[config.mk]
export PLATFORM = sky130hd
export DESIGN_NAME = sim_probe_csr_trace
export DESIGN_NICKNAME = d
export VERILOG_FILES = /design/src/rtl/sim_probe_csr_trace.sv
export SDC_FILE = /design/constraint.sdc
export NUM_CORES = 2
export LEC_CHECK = 0
export BUFFER_PORTS_ARGS = -buffer_cell sky130_fd_sc_hd__buf_2
export CORE_ASPECT_RATIO = 1.1
export CORE_UTILIZATION = 35
export CTS_BUF_LIST = sky130_fd_sc_hd__clkbuf_16
export DETAILED_ROUTE_END_ITERATION = 16
export GPL_ROUTABILITY_DRIVEN = 0
export PLACE_DENSITY = 0.59
export SLEW_MARGIN = 20
export SYNTH_ARGS = -nofsm -noshare
export SYNTH_HDL_FRONTEND = slang
export SYNTH_SLANG_ARGS = --single-unit
export TNS_END_PERCENT = 10
[constraint.sdc]
create_clock -name clock -period 29.7 [get_ports clock]
set_input_delay 4.455 -clock clock [delete_from_list [all_inputs] [get_ports clock]]
set_output_delay 4.455 -clock clock [all_outputs]
set_load 0.02 [all_outputs]
[src/rtl/sim_probe_csr_trace.sv]
// CSR probe: shadows a set of CSRs, answers address queries combinationally,
// and logs matched CSR writes into a timestamped first-word-fall-through FIFO.
module sim_probe_csr_trace #(
    parameter int unsigned XLEN    = 32,
    parameter int unsigned NUM_CSR = 4,
    parameter logic [NUM_CSR*12-1:0] CSR_ADDRS = {12'h342, 12'h341, 12'h305, 12'h300},
    parameter int unsigned DEPTH   = 16,
    parameter int unsigned TS_W    = 32
) (
    input  logic                     clock,
    input  logic                     reset_n,
    input  logic                     wr_valid,
    input  logic [11:0]              wr_addr,
    input  logic [XLEN-1:0]          wr_data,
    input  logic                     trace_en,
    input  logic                     clr_ovf,
    input  logic [11:0]              q_addr,
    output logic [XLEN-1:0]          q_data,
    output logic                     q_hit,
    output logic                     trc_valid,
    input  logic                     trc_ready,
    output logic [11:0]              trc_addr,
    output logic [XLEN-1:0]          trc_old,
    output logic [XLEN-1:0]          trc_new,
    output logic [TS_W-1:0]          trc_ts,
    output logic [$clog2(DEPTH):0]   trc_count,
    output logic                     ovf,
    output logic [15:0]              ovf_cnt
);

    localparam int unsigned AW    = 12;
    localparam int unsigned PTR_W = $clog2(DEPTH);
    localparam int unsigned CNT_W = PTR_W + 1;
    localparam int unsigned IDX_W = (NUM_CSR > 1) ? $clog2(NUM_CSR) : 1;

    logic [XLEN-1:0]  shadow [NUM_CSR];
    logic [AW-1:0]    mem_addr [DEPTH];
    logic [XLEN-1:0]  mem_old  [DEPTH];
    logic [XLEN-1:0]  mem_new  [DEPTH];
    logic [TS_W-1:0]  mem_ts   [DEPTH];

    logic [PTR_W-1:0] wr_ptr;
    logic [PTR_W-1:0] rd_ptr;
    logic [CNT_W-1:0] count;
    logic [TS_W-1:0]  ts;

    logic             wr_hit;
    logic [IDX_W-1:0] wr_idx;
    logic             q_match;
    logic [IDX_W-1:0] q_idx;
    logic             push_req;
    logic             full;
    logic             do_pop;
    logic             do_push;
    logic             drop;

    // Address decode for the write port; scanning downward lets the lowest index win.
    always_comb begin
        wr_hit = 1'b0;
        wr_idx = '0;
        for (int i = NUM_CSR - 1; i >= 0; i--) begin
            if (wr_addr == CSR_ADDRS[AW*i +: AW]) begin
                wr_hit = 1'b1;
                wr_idx = IDX_W'(i);
            end
        end
    end

    // Address decode for the query port.
    always_comb begin
        q_match = 1'b0;
        q_idx   = '0;
        for (int i = NUM_CSR - 1; i >= 0; i--) begin
            if (q_addr == CSR_ADDRS[AW*i +: AW]) begin
                q_match = 1'b1;
                q_idx   = IDX_W'(i);
            end
        end
    end

    // FIFO handshake decisions; a full FIFO still accepts a push when the head leaves.
    always_comb begin
        push_req = wr_valid && wr_hit && trace_en;
        full     = (count == CNT_W'(DEPTH));
        do_pop   = trc_valid && trc_ready;
        do_push  = push_req && (!full || do_pop);
        drop     = push_req && full && !do_pop;
    end

    // Shadow registers follow every matched write.
    always_ff @(posedge clock or negedge reset_n) begin
        if (!reset_n) begin
            for (int i = 0; i < NUM_CSR; i++) begin
                shadow[i] <= '0;
            end
        end else if (wr_valid && wr_hit) begin
            shadow[wr_idx] <= wr_data;
        end
    end

    // Free-running timestamp.
    always_ff @(posedge clock or negedge reset_n) begin
        if (!reset_n) begin
            ts <= '0;
        end else begin
            ts <= ts + TS_W'(1);
        end
    end

    // Entry storage; contents are only visible while count says they are live.
    always_ff @(posedge clock) begin
        if (do_push) begin
            mem_addr[wr_ptr] <= wr_addr;
            mem_old[wr_ptr]  <= shadow[wr_idx];
            mem_new[wr_ptr]  <= wr_data;
            mem_ts[wr_ptr]   <= ts;
        end
    end

    // Pointers and occupancy.
    always_ff @(posedge clock or negedge reset_n) begin
        if (!reset_n) begin
            wr_ptr <= '0;
            rd_ptr <= '0;
            count  <= '0;
        end else begin
            if (do_push) begin
                wr_ptr <= wr_ptr + PTR_W'(1);
            end
            if (do_pop) begin
                rd_ptr <= rd_ptr + PTR_W'(1);
            end
            count <= count + CNT_W'(do_push) - CNT_W'(do_pop);
        end
    end

    // Sticky overflow and saturating drop counter; a clear beats a same-cycle drop.
    always_ff @(posedge clock or negedge reset_n) begin
        if (!reset_n) begin
            ovf     <= 1'b0;
            ovf_cnt <= '0;
        end else if (clr_ovf) begin
            ovf     <= 1'b0;
            ovf_cnt <= '0;
        end else if (drop) begin
            ovf <= 1'b1;
            if (ovf_cnt != 16'hFFFF) begin
                ovf_cnt <= ovf_cnt + 16'd1;
            end
        end
    end

    // Output view: query result and head fields, zeroed when nothing is present.
    always_comb begin
        q_hit     = q_match;
        q_data    = q_match ? shadow[q_idx] : '0;
        trc_valid = (count != '0);
        trc_count = count;
        trc_addr  = trc_valid ? mem_addr[rd_ptr] : '0;
        trc_old   = trc_valid ? mem_old[rd_ptr]  : '0;
        trc_new   = trc_valid ? mem_new[rd_ptr]  : '0;
        trc_ts    = trc_valid ? mem_ts[rd_ptr]   : '0;
    end

endmodule

==> results by group <==
Synthesis
  • Synth Net Count: 3613
  • Synthesized area per cell: 21.18 um2
  • Post-synth ARST share: 0.09906
  • Most area-consuming cells after synthesis: edfxtp_1 (69%), mux4_2 (13%), dfrtp_1 (6.3%), mux2i_1 (2.9%), mux2_2 (1.5%)
  • Flops & latches, synth: 1918
  • Post-synth EDFFs: 1728
  • Cell variety after synth: 57
  • Post-synth top area share: 0.6925
  • Most used flip-flop cell after synthesis: edfxtp_1
  • Yosys warns: 0
  • Post-synthesis cell area: 74930 um2
  • Post-Syn Instances: 3537
  • Register area share after synthesis: 0.7560
  • Synth area leader: edfxtp_1

Drt
  • Residual DRC: 0
  • Final ANT Viol Nets: 0
  • Wire length per cell: 28.99 um
  • WL final: 195800 um
  • DR vias: 36840
  • Drt initial violations: 3230
  • TritonRoute pass-1 iters: 5
  • Vias per std cell: 5.453

STA
  • Highest clock rate: 0.08909 GHz
  • Setup violators final: 0
  • Rel. slew slack: 0.2242
  • Setup TNS: 0 ps
  • Worst Setup Slack, final: 18480 ps
  • Fin. max-slew vios: 0
  • Tcrit/Tclk final: 0.3779
  • Worst-case clock skew: 30.92 ps
  • Crit path time final: 11220 ps
  • Final hold vios: 0
  • Worst slew pin tran: 1164 ps
  • Hold_ws: 521.4 ps
  • Setup repair after global routing missed its margin: false

Power and ir drop
  • Clock Power Share: 0.320
  • Power, Total: 6.941 mW
  • Power density cells: 81.49 nW/um2
  • Sw power: 2.113 mW
  • Int Pwr: 4.828 mW
  • Leak: 29.29 nW
  • VDD IR max: 0.07162 mV
  • Sw Share: 0.3044
  • Sequential Power Share: 0.430
  • Logic pwr share: 0.250

Global routing
  • Antenna violations before repair: 31
  • Largest net degree at the start of global routing: 109
  • GRT Overall Usage: 0.1806
  • Vias in the first global route: 38030
  • First-pass GRT wire length: 280500 um
  • Global route overflow: 0

Status
  • Outcome: finished clean

Critical path
  • Worst Reg-to-Reg Cells: 11
  • Worst Path Arrival: 6770 ps
  • CP max stage cell: buf_4
  • Worst-path cell chain: buf_2 -> nand2b_1 -> nor4b_4 -> buf_4 -> nor3_2 -> buf_4 -> a22o_1 -> o21a_1 -> buf_2
  • Worst Path Required: 25240 ps
  • R2R setup slack: 25080 ps
  • Largest fanout on the critical path: 33
  • Slowest stage delay, CP: 560 ps
  • CP bufs+invs: 4
  • Worst r2r dst: mem_old[8][14]
  • Worst setup SP type: primary input
  • Critical path class: primary input to output port
  • CP top delay family: buffers and inverters
  • CP Capture Type: output port
  • FF-to-FF Start: trc_count[2]

Clock network
  • TritonCTS clock tree: yes
  • Post-cts resize count: 0
  • Clock Sinks: 1918
  • CTS root buffer: clkbuf_16
  • Clk buf depth: 3
  • Clk Latency, worst-skew pair: 840 ps
  • Post-cts hold buffer count: 0
  • CTS buffer count: 180
  • Post-CTS setup buffers: 0
  • Clk slew on worst S/H paths: 60 ps
  • H-tree Lvls: 4

Worst hold path
  • Hold WC Path Type: flop to flop
  • Hold worst-path end: shadow[109]
  • HP Start: shadow[109]
  • Hold path depth: 1

Floorplan
  • Row count: 177
  • Die Y: 487.3 um
  • # IOs: 226
  • Starting density of the core: 0.3532
  • Placeable Area: 212200 um2
  • Die W: 443.2 um
  • Die area: 215900 um2

Finish
  • Most common cell after layout, fill and taps aside: edfxtp_1
  • Fillers: 18750
  • Final Non-Filler Cells: 6755
  • Cell area after layout: 85170 um2
  • Most frequent cells in the layout: edfxtp_1 (1728), mux4_2 (432), buf_2 (224)
  • Utilization after layout: 0.4014
  • Synth-to-layout area growth: 13.67%
  • Post-layout net count: 3895
  • Share of layout cells above drive strength 1: 0.2805

Placed design
  • Post-DP HPWL: 110200 um
  • Post-placement cell count: 6411
  • Port buffer count: 225
  • Pre-CTS WS: 18440 ps
  • Area after DPL: 79470 um2

Run
  • Max-Cap Viols: 0
## metal layers
layer	global-route usage	routed length, um	vias up
met5	0	119	-
met4	0.05917	5432	20
met3	0.03234	10730	283
met2	0.3147	101000	1021
met1	0.2269	78560	20170
li1	-	-	15340
## worst register-to-register path: cells and delay by family (launching register included)
kind,cells,cell delay (ps)
buffers and inverters,5,1920
AND/OR/NAND/NOR,5,1710
flip-flops,1,380
adder cells (fa/ha/maj),1,180
## cells by family (layout without fill, tap and decap cells)
logic type      after synthesis  count (layout)  synth area share
flops                      1918            1918            0.7560
buf+inv                     220             655           0.01187
xor+xnor                     43              43          0.005026
mux                         778             778            0.1782
compound gates              312             312           0.02922
fa+ha+maj                    14              14          0.002438
other cells                   0               9                 0
simple gates                252             252           0.01720
## power by group through the flow
| stage | Clock [mW] | Sequential, mW | Combinational [mW] |
|---|---|---|---|
| detailed placement | 0 | 3.04 | 1.78 |
| global placement | 0 | 3.04 | 1.78 |
| floorplan | 0 | 2.99 | 1.20 |
| CTS | 2.27 | 2.99 | 1.79 |
| global route | 2.36 | 2.99 | 1.85 |
| finish | 2.22 | 2.98 | 1.73 |
## sequential cells by signal, summed over array words and instances, names as in the netlist
signal and flops:
mem_ts 512, rd_ptr 4, mem_old 512, shadow 128, mem_addr 192, ts 32
trc_count 5, ovf_cnt 16, ovf 1, wr_ptr 4, mem_new 512
## worst max-delay path by stage
stage / slack [ps] / cells after the start / to / start
5_1_grt: 18390 / 9 / q_data[8] / q_addr[2]
2_1_floorplan: 15540 / 7 / mem_addr[5][0] / wr_addr[2]
4_1_cts: 18440 / 9 / q_data[6] / q_addr[2]
6_report: 18480 / 9 / q_data[3] / q_addr[2]
3_3_place_gp: 18550 / 9 / q_data[8] / q_addr[2]
3_5_place_dp: 18440 / 9 / q_data[6] / q_addr[2]
## cells in the mapped netlist (all sizes together), types with 2 or more instances
cell / number
nand4: 14
a22o: 32
buf: 83
dfrtp: 190
o21a: 32
ha: 13
clkbuf: 117
or3: 9
and4: 5
xnor2: 26
nor4b: 5
a221o: 32
a21oi: 51
and2: 12
edfxtp: 1728
xor2: 17
mux2i: 216
or4: 9
nand2b: 6
mux4: 432
nor2: 51
and3: 3
o22ai: 108
nand3: 17
mux2: 130
nor4: 5
nand2: 85
a211oi: 2
nor2b: 2
a22oi: 32
nor3: 15
inv: 20
and4bb: 2
nor3b: 7
o21ai: 9
o31ai: 8
## final cells by class
class	count	area, um2	area share
Clock buffer	184	4604	0.05406
Timing Repair Buffer	300	1737	0.02039
Sequential cell	1918	56660	0.6652
Tap cell	2774	3471	0.04075
Inverter	20	75.07	0.0008815
Antenna cell	9	22.52	0.0002644
Clock inverter	151	1071	0.01258
Multi-Input combinational cell	1399	17530	0.2058
Note: power is estimated with default switching activity, not from simulation.
